**config.mk**
```make
export PLATFORM = sky130hd
export DESIGN_NAME = lv_ctrl_fsm_gen
export DESIGN_NICKNAME = d
export VERILOG_FILES = /design/src/rtl/lv_ctrl_fsm_gen.sv
export SDC_FILE = /design/constraint.sdc
export NUM_CORES = 1
export LEC_CHECK = 0
export ABC_AREA = 1
export CAP_MARGIN = 20
export CORE_ASPECT_RATIO = 1.75
export CORE_MARGIN = 1.5
export CORE_UTILIZATION = 44
export CTS_CLUSTER_SIZE = 28
export DETAILED_ROUTE_END_ITERATION = 16
export GPL_TIMING_DRIVEN = 0
export PLACE_DENSITY = 0.77
export REMOVE_ABC_BUFFERS = 1
export SLEW_MARGIN = 20
export SYNTH_ARGS = -nofsm -noshare
export SYNTH_HDL_FRONTEND = slang
export SYNTH_SLANG_ARGS = --single-unit
```
**constraint.sdc**
```tcl
create_clock -name i_clk -period 1.6 [get_ports i_clk]
set_input_delay 0.48 -clock i_clk [delete_from_list [all_inputs] [get_ports i_clk]]
set_output_delay 0.48 -clock i_clk [all_outputs]
set_load 0.01 [all_outputs]
```
**src/rtl/lv_ctrl_fsm_gen.sv**
```systemverilog
// Low-voltage die control FSM: power-up, efuse load, configuration, test and PWM operation,
// with a generic maskable error vector split into fatal and recoverable channels.
module lv_ctrl_fsm_gen #(
  parameter int unsigned ERR_NUM    = 15,
  parameter int unsigned PWR_ON_DLY = 16,
  parameter int unsigned EFUSE_TO   = 1024,
  parameter int unsigned RECOV_CYC  = 8
) (
  input  logic               i_clk,
  input  logic               i_rst,
  input  logic               i_pwr_on,
  input  logic               i_test_mode,
  input  logic               i_cfg_req,
  input  logic               i_efuse_done,
  input  logic               i_fsenb_n,
  input  logic [ERR_NUM-1:0] i_err,
  input  logic [ERR_NUM-1:0] i_err_mask,
  input  logic [ERR_NUM-1:0] i_err_fatal,
  input  logic               i_flt_clr,
  output logic [2:0]         o_state,
  output logic               o_efuse_load,
  output logic               o_pwm_en,
  output logic               o_cfg_mode_status,
  output logic               o_test_mode_status,
  output logic               o_fault,
  output logic               o_efuse_to,
  output logic [ERR_NUM-1:0] o_err_latch
);

  localparam int unsigned PON_W = $clog2(PWR_ON_DLY + 1);
  localparam int unsigned TO_W  = $clog2(EFUSE_TO + 1);
  localparam int unsigned RC_W  = $clog2(RECOV_CYC + 1);

  localparam logic [PON_W-1:0] PON_LAST = PON_W'(PWR_ON_DLY - 1);
  localparam logic [PON_W-1:0] PON_MAX  = PON_W'(PWR_ON_DLY);
  localparam logic [TO_W-1:0]  TO_LAST  = TO_W'(EFUSE_TO - 1);
  localparam logic [TO_W-1:0]  TO_MAX   = TO_W'(EFUSE_TO);
  localparam logic [RC_W-1:0]  RC_LAST  = RC_W'(RECOV_CYC - 1);
  localparam logic [RC_W-1:0]  RC_MAX   = RC_W'(RECOV_CYC);

  typedef enum logic [2:0] {
    ST_PWR_DN   = 3'd0,
    ST_EFUSE    = 3'd1,
    ST_CFG      = 3'd2,
    ST_NORMAL   = 3'd3,
    ST_FAILSAFE = 3'd4,
    ST_FAULT    = 3'd5,
    ST_TEST     = 3'd6,
    ST_UNUSED   = 3'd7
  } state_e;

  state_e             state_q, state_d;
  logic [PON_W-1:0]   pon_cnt_q, pon_cnt_d;
  logic [TO_W-1:0]    to_cnt_q, to_cnt_d;
  logic [RC_W-1:0]    rc_cnt_q, rc_cnt_d;
  logic [ERR_NUM-1:0] err_latch_q, err_latch_d;
  logic               efuse_to_q, efuse_to_d;
  logic               efuse_load_q, efuse_load_d;
  logic               pwm_en_q, pwm_en_d;
  logic               cfg_status_q, cfg_status_d;
  logic               test_status_q, test_status_d;
  logic               fault_q, fault_d;

  logic [ERR_NUM-1:0] eff_err;
  logic               fat, rec, eval_err, clean;

  // Error classification
  always_comb begin
    eff_err  = i_err & ~i_err_mask;
    fat      = |(eff_err & i_err_fatal);
    rec      = |(eff_err & ~i_err_fatal);
    clean    = !rec && i_fsenb_n;
    eval_err = (state_q == ST_CFG) || (state_q == ST_NORMAL) || (state_q == ST_FAILSAFE);
  end

  // Next state, counters and sticky flags; counters only advance while staying in their state
  always_comb begin
    state_d     = state_q;
    pon_cnt_d   = '0;
    to_cnt_d    = '0;
    rc_cnt_d    = '0;
    err_latch_d = err_latch_q;
    efuse_to_d  = efuse_to_q;

    if (i_flt_clr) begin
      err_latch_d = err_latch_q & eff_err;
      efuse_to_d  = 1'b0;
    end
    if (eval_err) begin
      err_latch_d = err_latch_d | eff_err;
    end

    if (!i_pwr_on) begin
      state_d     = ST_PWR_DN;
      err_latch_d = '0;
      efuse_to_d  = 1'b0;
    end else begin
      case (state_q)
        ST_PWR_DN: begin
          if (pon_cnt_q == PON_LAST) state_d = ST_EFUSE;
          else pon_cnt_d = (pon_cnt_q == PON_MAX) ? pon_cnt_q : pon_cnt_q + PON_W'(1);
        end
        ST_EFUSE: begin
          if (i_efuse_done) begin
            state_d = i_test_mode ? ST_TEST : ST_CFG;
          end else if (to_cnt_q == TO_LAST) begin
            state_d    = ST_FAULT;
            efuse_to_d = 1'b1;
          end else begin
            to_cnt_d = (to_cnt_q == TO_MAX) ? to_cnt_q : to_cnt_q + TO_W'(1);
          end
        end
        ST_CFG: begin
          if (fat)                    state_d = ST_FAULT;
          else if (i_test_mode)       state_d = ST_TEST;
          else if (rec || !i_fsenb_n) state_d = ST_FAILSAFE;
          else if (!i_cfg_req)        state_d = ST_NORMAL;
        end
        ST_NORMAL: begin
          if (fat)                    state_d = ST_FAULT;
          else if (rec || !i_fsenb_n) state_d = ST_FAILSAFE;
          else if (i_test_mode)       state_d = ST_TEST;
          else if (i_cfg_req)         state_d = ST_CFG;
        end
        ST_FAILSAFE: begin
          if (fat)                   state_d = ST_FAULT;
          else if (i_cfg_req)        state_d = ST_CFG;
          else if (clean) begin
            if (rc_cnt_q == RC_LAST) state_d = ST_NORMAL;
            else rc_cnt_d = (rc_cnt_q == RC_MAX) ? rc_cnt_q : rc_cnt_q + RC_W'(1);
          end
        end
        ST_FAULT: begin
          if (i_flt_clr && !fat) state_d = ST_CFG;
        end
        ST_TEST: begin
          if (!i_test_mode) state_d = ST_CFG;
        end
        default: state_d = ST_PWR_DN;
      endcase
    end
  end

  // Output decode from the next state so outputs line up with o_state
  always_comb begin
    efuse_load_d  = (state_d == ST_EFUSE) && (state_q != ST_EFUSE);
    pwm_en_d      = (state_d == ST_NORMAL) && i_fsenb_n;
    cfg_status_d  = (state_d == ST_CFG);
    test_status_d = (state_d == ST_TEST);
    fault_d       = (state_d == ST_FAULT);
  end

  always_ff @(posedge i_clk) begin
    if (i_rst) begin
      state_q       <= ST_PWR_DN;
      pon_cnt_q     <= '0;
      to_cnt_q      <= '0;
      rc_cnt_q      <= '0;
      err_latch_q   <= '0;
      efuse_to_q    <= 1'b0;
      efuse_load_q  <= 1'b0;
      pwm_en_q      <= 1'b0;
      cfg_status_q  <= 1'b0;
      test_status_q <= 1'b0;
      fault_q       <= 1'b0;
    end else begin
      state_q       <= state_d;
      pon_cnt_q     <= pon_cnt_d;
      to_cnt_q      <= to_cnt_d;
      rc_cnt_q      <= rc_cnt_d;
      err_latch_q   <= err_latch_d;
      efuse_to_q    <= efuse_to_d;
      efuse_load_q  <= efuse_load_d;
      pwm_en_q      <= pwm_en_d;
      cfg_status_q  <= cfg_status_d;
      test_status_q <= test_status_d;
      fault_q       <= fault_d;
    end
  end

  assign o_state            = state_q;
  assign o_efuse_load       = efuse_load_q;
  assign o_pwm_en           = pwm_en_q;
  assign o_cfg_mode_status  = cfg_status_q;
  assign o_test_mode_status = test_status_q;
  assign o_fault            = fault_q;
  assign o_efuse_to         = efuse_to_q;
  assign o_err_latch        = err_latch_q;

endmodule

```
Word level (Yosys, flattened, before mapping)

Index checks and enable logic that the tools add are counted.

Memories: 0
Bits of input ports: 53
Register bits: 44
Bits in read-only memories: 0
Output and inout bits: 24
Logic and storage cells: 87
Latch bits: 0
Memory bits (writable): 0

Equality and inequality tests: 18
Shift operators: 0
Magnitude comparators: 0
Add/subtract/negate cells: 3
Div/mod/pow operators: 0
$mul: 0
Multiplexer cells: 26
Bitwise logic cells: 12
Reductions and logical operators: 17

Operator list:

| operator                | count |
|---|---|
| $and A15 B15 Y15        | 4 |
| $mux W3                 | 19 |
| $mux W15                | 2 |
| $not A15 Y15            | 2 |
| $reduce_or A15 Y1       | 2 |
| $pmux W3 S7             | 1 |
| $reduce_or A21 Y1       | 1 |
| $eq A3 B3 Y1 const B    | 5 |
| $or A15 B15 Y15         | 1 |
| $eq A3 B2 Y1 const B    | 4 |
| $add A11 B1 Y11 const B | 1 |
| $eq A11 B10 Y1 const B  | 1 |
| $eq A11 B11 Y1 const B  | 1 |
| $eq A3 B1 Y1 const B    | 2 |
| $add A5 B1 Y5 const B   | 1 |
| $eq A5 B4 Y1 const B    | 1 |
| $eq A5 B5 Y1 const B    | 1 |
| $not A1 Y1              | 5 |
| $reduce_or A5 Y1        | 1 |
| $add A4 B1 Y4 const B   | 1 |
| $eq A4 B3 Y1 const B    | 1 |
| $eq A4 B4 Y1 const B    | 1 |
| $logic_and A1 B1 Y1     | 4 |
| $mux W1                 | 4 |
| other kinds (6)         | 10 |

Depth between registers and ports, before layout

Depth in word-level cells: 13
Mapped depth: 16

Worst setup path before layout

Ideal clock, no wire load.

Path type: input to register
Start point: input i_err_mask[10]
End point: register fault_q (netlist: o_fault)
Arrival: 1.495 ns
Setup slack: -0.010 ns
Stages: 14
Path through: inv_1 > nand3_2 > nand2_1 > nor2_2 > nand2_2 > nor2_4 > buf_6 > nand3_2 > nand2_1 > inv_1 > nor2_2 > nand2_2 > nand3_1 > nor2_1

Word-level cells in the longest chain between the ends: 12
Elaborated cells between the ends (all ways): 23

RTL lines:

| item                 | line | text |
|---|---|---|
| start, declared      | 17   | `input logic [ERR_NUM-1:0] i_err_mask,` |
| $not A15 Y15 *       | 69   | `eff_err = i_err & ~i_err_mask;` |
| $and A15 B15 Y15 *   | 69   |  |
| $and A15 B15 Y15     | 71   | `rec = \|(eff_err & ~i_err_fatal);` |
| $reduce_or A15 Y1    | 71   |  |
| $logic_not A1 Y1     | 72   | `clean = !rec && i_fsenb_n;` |
| $logic_and A1 B1 Y1  | 72   |  |
| $mux W3              | 128  | `else if (clean) begin` |
| $mux W3              | 127  | `else if (i_cfg_req) state_d = ST_CFG;` |
| $mux W3              | 126  | `if (fat) state_d = ST_FAULT;` |
| $pmux W3 S7 *        | 98   | `case (state_q)` |
| $mux W3 *            | 93   | `if (!i_pwr_on) begin` |
| $eq A3 B3 Y1 *       | 150  | `fault_d = (state_d == ST_FAULT);` |
| end signal, assigned | 177  | `fault_q <= fault_d;` |
| end, declared        | 62   | `logic fault_q, fault_d;` |

Mark *: on every way between the ends. The rest lies on a longest branch, timed or not.
A chain may end at the register's enable or synchronous reset.

Worst setup path in the final report

Start point: input i_err_fatal[3]
End point: register pwm_en_q (netlist: o_pwm_en)

Word-level cells in the longest chain between the ends: 12
Elaborated cells between the ends (all ways): 23

RTL lines:

| item                  | line | text |
|---|---|---|
| start, declared       | 18   | `input logic [ERR_NUM-1:0] i_err_fatal,` |
| $not A15 Y15          | 71   |  |
| $and A15 B15 Y15      | 71   |  |
| $reduce_or A15 Y1     | 71   |  |
| $logic_not A1 Y1      | 72   |  |
| $logic_and A1 B1 Y1   | 72   |  |
| $mux W3               | 128  |  |
| $mux W3               | 127  |  |
| $mux W3               | 126  |  |
| $pmux W3 S7 *         | 98   |  |
| $mux W3 *             | 93   |  |
| $eq A3 B2 Y1 *        | 147  | `pwm_en_d = (state_d == ST_NORMAL) && i_fsenb_n;` |
| $logic_and A1 B1 Y1 * | 147  |  |
| end signal, assigned  | 174  | `pwm_en_q <= pwm_en_d;` |
| end, declared         | 59   | `logic pwm_en_q, pwm_en_d;` |

Marked as above.

==> results.yml <==
run_status:
  run_status: "finished with violations"
  violations: "setup timing"
power:
  power.share.sequential_pct: 47.9
  internal-power_uw: 1604
  power.density_nw_per_um2: 547.7
  vdd.ir_drop.worst_v: 0.0006621
  leakage_uw: 0.001935
  swShare_pct: 29.60
  p_sw_uw: 674.3
  power.share.clock_pct: 31.1
  p_comb_share_pct: 21.0
die:
  core_area_um2: 5972
  area_enclosed_by_the_die_boundary_um2: 6746
  io_pins: 77
  die_height_um: 107.5
  rows: 37
  die_x_um: 62.74
  initial_utilization_pct: 46.01
critical_path:
  cp_data_required_time_ns: 1.85
  path_max_fanout: 5
  cp-start-kind: "input port"
  timing.setup.critical_path_class: "in -> reg"
  endpoint_kind: "flop"
  arrival_ns: 2.03
sta:
  post-route-worst-setup-slack_ns: -0.1766
  hold_viol: 0
  max_clock_freq_ghz: 0.5629
  finClkSkew_ns: 0.01407
  slew-limit-headroom_pct: 69.02
  period_share_pct: 111.0
  grt_setup_unrepaired: "yes"
  finalWorstPathRequiredPeriod_ns: 1.777
  setup_total_negative_slack_ns: -0.9315
  worst_pin_slew_ns: 0.4612
  report.final.setup_viol: 8
  slew_violations: 0
synthesis:
  synth.most_common_cell: "nand2_1"
  syn-mean-instance-area_um2: 6.685
  netlist_area_um2: 2748
  synthTopCellsByCount: "nand2_1 (95), inv_1 (59), dfxtp_1 (44)"
  ys_ff_latch: 44
  synth.lib_cells_used.distinct: 34
  ys_seq_area_share_pct: 32.06
  yosys_warnings: 0
  synthesis.instances: 411
  async_reset_ff_share_pct: 0
  synth_edf_count: 0
  synth_area_leaders: "dfxtp_1 (32%), nand2_1 (13%), inv_1 (8.1%)"
  cell_accounting_for_the_most_synthesized_area: "dfxtp_1"
  synth_top_flop_cell: "dfxtp_1"
  synth_top_area_share_pct: 32.06
clocking:
  clock-sinks: 44
  cts_tree: "built"
  cts.hold.buffers_added: 0
  clock_latency_ns: 0.30
  cts.reportedPaths.clkPinSlew_ns: 0.09
  max-clock-path-buffers: 2
  cts-htree-levels: 2
  clock-root-buffer: "clkbuf_8"
  tritoncts.num_buffers: 5
detailed_routing:
  wire_per_inst_um: 15.64
  drt_first_iter_violations: 179
  drt-pass1-iter-count: 5
  detail_route.drc_violations: 0
  route.vias.total: 3347
  ant_nets: 0
  drt-vias-per-instance: 5.451
  finalWirelength_mm: 9.605
placement:
  placed_area_um2: 3576
  preCtsSetupSlack_ns: -1.411
  place_hpwl_mm: 5.560
  globalplace.congestion: 0.8199
  buffer_ports.inserted: 76
min_path:
  holdCritPathClass: "in -> reg"
global_route:
  global_route_wire_length_before_repair_mm: 13.45
  antenna_violations_before_repair: 0
  via_count_of_the_first_global_routing_pass: 3091
  overflow: 0
  grt_start_max_net_pins: 17
  global_route.usage.total_pct: 24.94
final_layout:
  ff_latch_area_um2: 898.4
  n_fill_cell: 468
  nNetsFinal: 596
  flow.area_growth_from_synthesis_pct: 51.41
  design_area_um2: 4160
  antenna_cells: 0
  multi_input_comb_area_um2: 1888
  final_layout_size_suffix_gt1_share_pct: 40.67
flow_run:
  max_cap_viol_count: 0
## kinds of logic after synthesis
group	after synthesis	share of synthesized area, %
AND/OR/NAND/NOR	233	42.90
buffers and inverters	72	10.38
AO/OA/AOI/OAI	50	9.882
flip-flops	44	32.06
adder cells (fa/ha/maj)	7	3.187
XOR/XNOR	5	1.594
## path summary, 6_finish.rpt
kind	from	to	slack, ns	depth (start not counted)
max	i_err_fatal[3]	o_pwm_en	-0.18	16
min	i_err_mask[13]	o_err_latch[13]	0.44	4
max reg2reg	rc_cnt_q[0]	o_pwm_en	-0.07	11
min reg2reg	to_cnt_q[10]	to_cnt_q[10]	0.47	2
## worst max-delay path, cell delays in order
cell     delay [ns]
buf_2          0.10
inv_1          0.05
nand3_1        0.09
nand2_1        0.08
nor2_2         0.14
nand2_2        0.11
nor2_8         0.16
buf_6          0.14
nand3_1        0.13
nand2_1        0.11
nand2_1        0.06
inv_1          0.06
nand2_2        0.09
nor2_2         0.08
nand2_1        0.05
nor2_1         0.09
## cell usage in the layout, fill, tap and decap left out, types with 2 or more instances in the layout
cell type        count
clkdlybuf4s50_1      3
nand3_1             16
dfxtp_1             38
nor2_1              26
inv_2               23
o21ai_0              7
xor2_1               4
a21oi_2              2
o21ai_1              6
ha_1                 5
dlygate4sd2_1       26
nor3_4               2
clkbuf_8             5
o21a_1               4
nand4_1             10
nor3_2               3
clkinvlp_4           2
buf_4               41
buf_8                2
nand3_4              5
buf_2               35
a21oi_1             28
nand3_2             21
buf_6               13
dfxtp_4              4
nor2_4              12
nand2_4              3
inv_1               43
nand2_2             23
nand3b_1             8
nand2_1             78
dfxtp_2              2
nor2_2              10
nor3_1              10
## metal layers
| metal | part of all wire (%) | global-route usage, % | vias up | wire, µm |
|---|---|---|---|---|
| met2 | 55 | 48.85 | 164 | 5266 |
| met4 | 6.0 | 13.02 | 0 | 574 |
| li1 | - | - | 1574 | - |
| met3 | 4.9 | 3.033 | 57 | 468 |
| met5 | 0 | 0 | - | 0 |
| met1 | 34 | 25.15 | 1552 | 3297 |
## power groups by stage
stage          sequential [µW]  clock, µW  combinational [µW]
2_1_floorplan             1120          0                 155
3_3_place_gp              1120          0                 336
3_5_place_dp              1120          0                 342
4_1_cts                   1090        699                 391
5_1_grt                   1090        753                 505
6_report                  1090        708                 478
## through the flow
step,instances,util (%),total power [µW],hold WS (ns)
after CTS,608,65.60,2183,0.4408
after global routing,614,69.66,2350,0.4547
after detailed placement,561,59.88,1466,0.4599
final,614,69.66,2278,0.4415
after floorplan,407,-,1279,0.4333
after global placement,561,59.88,1461,0.4516
## state kept, by name, summed over array words and instances (netlist names)
name and flops:
o_err_latch 15, o_efuse_to 1, o_efuse_load 1, o_fault 1
to_cnt_q 11, o_pwm_en 1, rc_cnt_q 4, o_cfg_mode_status 1
o_test_mode_status 1, o_state 3, pon_cnt_q 5
## final cells by class
class / instances / area share [%]
well taps: 78 / 2.346
flip-flops and latches: 44 / 21.59
repair buffers: 122 / 22.44
inverters: 68 / 6.286
multi-input cells: 295 / 45.38
clock buffers: 5 / 1.654
clock inverters: 2 / 0.3008
## repair_timing
action,in CTS,in global routing
pin swaps,68,52
endpoints found under the setup margin,68,29
gates resized for setup,269,56
buffers inserted,40,7
Note: power is estimated with default switching activity, not from simulation.
